--- src/rtl/systolic_ctrl_if.sv ---
// systolic_ctrl_if: job control, weight/data row streams and array drive/result signals
// master = job/array side, slave = controller
interface systolic_ctrl_if #(parameter int data_size = 8, parameter int size = 3);
  localparam int n = data_size * size;
  logic         start;
  logic         keep_w;
  logic [n-1:0] w_in;
  logic         w_valid;
  logic         w_ready;
  logic [n-1:0] d_in;
  logic         d_valid;
  logic         d_ready;
  logic         set_w;
  logic [n-1:0] w_stream;
  logic [n-1:0] data_stream;
  logic [n-1:0] y_stream;
  logic [n-1:0] y_out;
  logic         y_valid;
  logic         busy;
  logic         done;
  modport master (
    output start, keep_w, w_in, w_valid, d_in, d_valid, y_stream,
    input  w_ready, d_ready, set_w, w_stream, data_stream, y_out, y_valid, busy, done
  );
  modport slave (
    input  start, keep_w, w_in, w_valid, d_in, d_valid, y_stream,
    output w_ready, d_ready, set_w, w_stream, data_stream, y_out, y_valid, busy, done
  );
endinterface

--- src/rtl/systolic_ctrl.sv ---
// systolic_ctrl: loads weights and input rows, skews rows into a systolic array, qualifies results
// Optional weight reuse across jobs: define SYSTOLIC_CTRL_REUSE_W_EN
module systolic_ctrl #(
  parameter int data_size = 8,
  parameter int size      = 3,
  parameter int y_lat     = 3
) (
  input logic           clk,
  input logic           rst_n,
  systolic_ctrl_if.slave bus
);
  localparam int n  = data_size * size;
  localparam int cw = $clog2(2 * size + y_lat + 1);
  localparam int bw = size > 1 ? $clog2(size) : 1;
  localparam logic [cw-1:0] last_beat = cw'(size - 1);
  localparam logic [cw-1:0] last_k    = cw'(2 * size - 2);
  localparam logic [cw-1:0] first_y   = cw'(y_lat);
  localparam logic [cw-1:0] last_y    = cw'(y_lat + 2 * size - 2);
`ifdef SYSTOLIC_CTRL_REUSE_W_EN
  localparam bit reuse = 1'b1;
`else
  localparam bit reuse = 1'b0;
`endif
  typedef enum logic [2:0] {IDLE, LOAD_W, LOAD_D, STREAM, FLUSH, DONE} state_t;
  state_t          r_state;
  logic [cw-1:0]   r_cnt;
  logic            r_w_loaded;
  logic [n-1:0]    r_buf [size];
  logic            w_w_acc;
  logic            w_skip;
  logic [n-1:0]    w_data;
  assign w_w_acc = r_state == LOAD_W && bus.w_valid;
  assign w_skip  = reuse & bus.keep_w & r_w_loaded;
  always_ff @(posedge clk) begin
    if (!rst_n) begin
      r_state    <= IDLE;
      r_cnt      <= '0;
      r_w_loaded <= 1'b0;
    end else begin
      case (r_state)
        IDLE: if (bus.start) begin
          r_state <= w_skip ? LOAD_D : LOAD_W;
          r_cnt   <= '0;
        end
        LOAD_W: if (bus.w_valid) begin
          r_cnt <= r_cnt == last_beat ? '0 : r_cnt + cw'(1);
          if (r_cnt == last_beat) begin
            r_state    <= LOAD_D;
            r_w_loaded <= 1'b1;
          end
        end
        LOAD_D: if (bus.d_valid) begin
          r_buf[r_cnt[bw-1:0]] <= bus.d_in;
          r_cnt <= r_cnt == last_beat ? '0 : r_cnt + cw'(1);
          if (r_cnt == last_beat) r_state <= STREAM;
        end
        STREAM: begin
          r_cnt <= r_cnt + cw'(1);
          if (r_cnt == last_k) r_state <= y_lat == 0 ? DONE : FLUSH;
        end
        FLUSH: begin
          r_cnt <= r_cnt + cw'(1);
          if (r_cnt == last_y) r_state <= DONE;
        end
        DONE:    r_state <= IDLE;
        default: r_state <= IDLE;
      endcase
    end
  end
  // k-c wraps to a value >= size when k < c, so one compare covers both bounds
  for (genvar c = 0; c < size; c++) begin : g_lane
    logic [cw-1:0] w_r;
    assign w_r = r_cnt - cw'(c);
    assign w_data[(size-c)*data_size-1 -: data_size] = r_state == STREAM && w_r < cw'(size)
      ? r_buf[w_r[bw-1:0]][(size-c)*data_size-1 -: data_size] : '0;
  end
  assign bus.data_stream = w_data;
  assign bus.w_ready     = r_state == LOAD_W;
  assign bus.d_ready     = r_state == LOAD_D;
  assign bus.set_w       = w_w_acc;
  assign bus.w_stream    = w_w_acc ? bus.w_in : '0;
  assign bus.busy        = r_state != IDLE;
  assign bus.done        = r_state == DONE;
  assign bus.y_valid     = (r_state == STREAM || r_state == FLUSH) && r_cnt >= first_y && r_cnt <= last_y;
  assign bus.y_out       = bus.y_valid ? bus.y_stream : '0;
endmodule

--- src/flat_wrapper.sv ---
// flat-port wrapper written by rule: the top's interface ports become plain ports
module systolic_ctrl_flat 
#(
  parameter int data_size = 8,
  parameter int size      = 3,
  parameter int y_lat     = 3
)
  (clk, rst_n, bus_start, bus_keep_w, bus_w_in, bus_w_valid, bus_d_in, bus_d_valid, bus_y_stream, bus_w_ready, bus_d_ready, bus_set_w, bus_w_stream, bus_data_stream, bus_y_out, bus_y_valid, bus_busy, bus_done);
  systolic_ctrl_if #(.data_size(data_size), .size(size)) bus_i ();
  input logic clk;
  input logic rst_n;
  input wire logic [$bits(bus_i.start)-1:0] bus_start;
  input wire logic [$bits(bus_i.keep_w)-1:0] bus_keep_w;
  input wire logic [$bits(bus_i.w_in)-1:0] bus_w_in;
  input wire logic [$bits(bus_i.w_valid)-1:0] bus_w_valid;
  input wire logic [$bits(bus_i.d_in)-1:0] bus_d_in;
  input wire logic [$bits(bus_i.d_valid)-1:0] bus_d_valid;
  input wire logic [$bits(bus_i.y_stream)-1:0] bus_y_stream;
  output wire logic [$bits(bus_i.w_ready)-1:0] bus_w_ready;
  output wire logic [$bits(bus_i.d_ready)-1:0] bus_d_ready;
  output wire logic [$bits(bus_i.set_w)-1:0] bus_set_w;
  output wire logic [$bits(bus_i.w_stream)-1:0] bus_w_stream;
  output wire logic [$bits(bus_i.data_stream)-1:0] bus_data_stream;
  output wire logic [$bits(bus_i.y_out)-1:0] bus_y_out;
  output wire logic [$bits(bus_i.y_valid)-1:0] bus_y_valid;
  output wire logic [$bits(bus_i.busy)-1:0] bus_busy;
  output wire logic [$bits(bus_i.done)-1:0] bus_done;
  assign bus_i.start = bus_start;
  assign bus_i.keep_w = bus_keep_w;
  assign bus_i.w_in = bus_w_in;
  assign bus_i.w_valid = bus_w_valid;
  assign bus_i.d_in = bus_d_in;
  assign bus_i.d_valid = bus_d_valid;
  assign bus_i.y_stream = bus_y_stream;
  assign bus_w_ready = bus_i.w_ready;
  assign bus_d_ready = bus_i.d_ready;
  assign bus_set_w = bus_i.set_w;
  assign bus_w_stream = bus_i.w_stream;
  assign bus_data_stream = bus_i.data_stream;
  assign bus_y_out = bus_i.y_out;
  assign bus_y_valid = bus_i.y_valid;
  assign bus_busy = bus_i.busy;
  assign bus_done = bus_i.done;
  systolic_ctrl #(.data_size(data_size), .size(size), .y_lat(y_lat)) u_core (.clk(clk), .rst_n(rst_n), .bus(bus_i));
endmodule
--- config.mk ---
export PLATFORM = sky130hd
export DESIGN_NAME = systolic_ctrl_flat
export DESIGN_NICKNAME = d
export VERILOG_FILES = /design/src/rtl/systolic_ctrl_if.sv /design/src/rtl/systolic_ctrl.sv /design/src/flat_wrapper.sv
export SDC_FILE = /design/constraint.sdc
export NUM_CORES = 1
export LEC_CHECK = 0
export CAP_MARGIN = 30
export CORE_ASPECT_RATIO = 1.25
export CORE_MARGIN = 2
export CORE_UTILIZATION = 47
export CTS_CLUSTER_DIAMETER = 30
export DETAILED_ROUTE_END_ITERATION = 10
export HOLD_SLACK_MARGIN = 0.03
export PLACE_DENSITY = 0.86
export SLEW_MARGIN = 20
export SYNTH_ARGS = -nofsm -noshare
export SYNTH_HDL_FRONTEND = slang
export SYNTH_SLANG_ARGS = --single-unit
--- constraint.sdc ---
create_clock -name clk -period 8.74 [get_ports clk]
set_clock_uncertainty 0.2 [all_clocks]
set_input_delay 1.748 -clock clk [delete_from_list [all_inputs] [get_ports clk]]
set_output_delay 1.748 -clock clk [all_outputs]
set_load 0.03 [all_outputs]
==> impl_results.md <==
- Most common cell in the netlist: edfxtp_1
- #FFs+latches synth: 81
- Placeable Area: just over 8000 um2
- Final Util: 0.703
- CP Class: flop to output pin
- Synth top area cells: edfxtp_1 56%, mux2i_1 6.2%, and2_1 4.7%
- CTS resizes: 0
- Num CTS Buffers: 9
- Synth top cells by count: 72 x edfxtp_1, 36 x nor2_1, 29 x and2_1, 25 x and3_1, 24 x mux2i_1
- Mapped Nets: 398
- Outcome: finished clean
- Delay-heaviest family, CP: buffers and inverters
- Syn. warnings: 0
- Slew @ Worst Pin: 742 ps
- Number of flops mapped to enable cells by yosys: 72
- Worst skew pair latency: 340 ps
- H-tree levels: 3
- Top cell type's share of synthesized area: 0.558
- Tot Pwr: between 0.001 and 0.0015 W
- Pre-CTS setup slack: about 3200 ps
- Mapped Cells: 312
- Post-synth top flop: edfxtp_1
- # hold bufs at CTS: 0
- CP Launch Type: flop
- Worst EP arrival: 3690 ps
- Grt ovf: 0
- Slowest cell delay on critical path: 810 ps
- Setup_tns: 0 ps
- Via count: 2,943
- Ys async rst share: 0
- DRC viols: 0
- First-pass GRT wire length: 13,600 um
- Mux share of post-synthesis cell area: 0.0620
- Area growth from synthesis to final layout: 46.9%
- Post-route ant nets: 0
- Vias per cell: between 5 and 6
- Proportion of layout cells with a drive suffix above 1: 0.0582
- Min Tclk post-route: 5640 ps
- VDD IR max: 0.193 mV
- Xor/xnor share of the synthesized area: 0.00904
- Initial drt markers: 158
- Adder-Cell Fraction of Synth Area: 0.0258
- Syn avg cell area: approximately 12 um2
- Initial core utilization: 0.478
- Setup violators final: 0
- Clk slew on worst S/H paths: 80 ps
- Crit end category: output pin
- CP Buf/Inv Count: 2
- WL final: between 8000 and 9000 um
- Avg WL per Cell: 16.0 um
- Setup ws final: 3100 ps
- IO buf count: ~150
- Sink Count: between 80 and 90
- Yosys cell types: 45
- Fin nets: about 550
- Row count: 37
- Crit-path slowest cell: dfxtp_1
- First-pass iteration count of the detailed router: 4
- Synth Area in Compound Gates: 0.0926
- Die X-Extent: roughly 85 um
- CP Cell Sequence: inv_1, ha_1, a21boi_0, xor2_1, or4_1, a211oi_1, clkdlybuf4s50_1
- Leakage: 2.09 nW
- TritonCTS clock tree: yes
- Pwr dens: 204 nW/um2
- Max cap viols: 0
- Crit-path max FO: 21
- Combinational family with the most area after synthesis: simple AND/OR/NAND/NOR gates
- Vias in the first global route: 2,855
- CTS root buffer: clkbuf_8
- Largest area contributor in the netlist: edfxtp_1
- Mapped Area: 3880 um2
- Achievable Freq: 177 MHz
- IO Count: roughly 160
- Relative slew slack: 0.505
- Hold WS: between 400 and 500 ps
- RSZ-0062 raised after global routing: no
- Die height: 106 um
- Post-CTS Setup Bufs: 0
- Worst min-delay path class: flop to flop
- Final Hold Fails: 0
- HPWL Detailed: 6620 um
- Max Root-Sink Buffers: 2
- Die area: between 8000 and 9000 um2
- RePlAce Congestion: 0.826
- Largest net degree at the start of global routing: 28
- Total global-route track usage: 0.194
- Antenna diodes: 0
- Slew Limit Fails: 0
- WP data required: approximately 6800 ps
- Initial antenna violation count: 0
- Final cycle utilization of the critical path: 0.645
- Proportion of synthesized chip area in sequential cells: 0.604
- Synthesized-area fraction occupied by and/or/nand/nor cells: 0.170
[worst reg2reg max path, stage by stage, from the launching register on]
cell and delay, ps:
dfxtp_1 730, nand2b_1 160, nor2_1 170, and3_1 250, and2_1 540, buf_4 350
[metrics by stage]
stage          std cells  cell area [um2]
5_1_grt              561             5690
2_1_floorplan        312             3880
3_3_place_gp         545             5460
4_1_cts              561             5690
3_5_place_dp         545             5460
6_report             561             5690
[sequential cells by signal, indices dropped and copies added, names as in the netlist, named ones only]
register / flops
u_core.r_buf: 72
u_core.r_cnt: 4
u_core.r_state: 3
[per-layer routing]
metal  track usage  share of wire  vias up
li1              -              -     1441
met3        0.0493          0.067       12
met5             0              0        -
met1         0.211           0.38     1385
met4        0.0635          0.016        0
met2         0.361           0.54      105
[report_power, final]
group	leakage (nW)	total, W	switching (W)	internal, W
registers	0.720	0.000476	0.0000358	0.000440
clock network	0.114	0.000307	0.000141	0.000166
logic	1.25	0.000378	0.000209	0.000170
total	2.09	0.00116	0.000386	0.000776
[layout by cell type, fill, tap and decap left out, types with 7 or more instances in the layout]
cell type | synthesis | final
nand2_1 | 8 | 8
and2_1 | 29 | 29
clkbuf_8 | 0 | 9
dfxtp_1 | 9 | 9
inv_1 | 7 | 7
edfxtp_1 | 72 | 72
a211oi_1 | 15 | 15
mux2i_1 | 24 | 24
nor2_1 | 36 | 35
a21oi_1 | 11 | 11
ha_1 | 8 | 8
clkdlybuf4s50_1 | 0 | 154
and3_1 | 25 | 25
[cells by family after synthesis]
family	Yosys count
AO/OA/AOI/OAI	47
XOR/XNOR	4
adder cells (fa/ha/maj)	8
buffers and inverters	29
flip-flops	81
multiplexers	24
AND/OR/NAND/NOR	119
[cell type report]
| cell class | count | area, um2 |
|---|---|---|
| sequential | 81 | 2340 |
| fill | 576 | 2410 |
| timing repair buffer | 158 | 1570 |
| inverter | 7 | 26.3 |
| multi-input combinational | 202 | 1400 |
| clock buffer | 9 | 124 |
| clock inverter | 7 | 110 |
| tap | 97 | 121 |
[path summary, 6_finish.rpt]
check                            startpoint                       endpoint  slack (ps)  cells after the start
max reg2reg  u_core.r_state[1]$_SDFFE_PN0P_  u_core.r_buf[2][20]$_DFFE_PP_        6040                      5
min            u_core.r_cnt[3]$_SDFFE_PN0P_   u_core.r_cnt[3]$_SDFFE_PN0P_         460                      2
max            u_core.r_cnt[1]$_SDFFE_PN0P_             bus_data_stream[9]        3100                      7
min reg2reg    u_core.r_cnt[3]$_SDFFE_PN0P_   u_core.r_cnt[3]$_SDFFE_PN0P_         460                      2
Power figures use the tool's default switching activity.
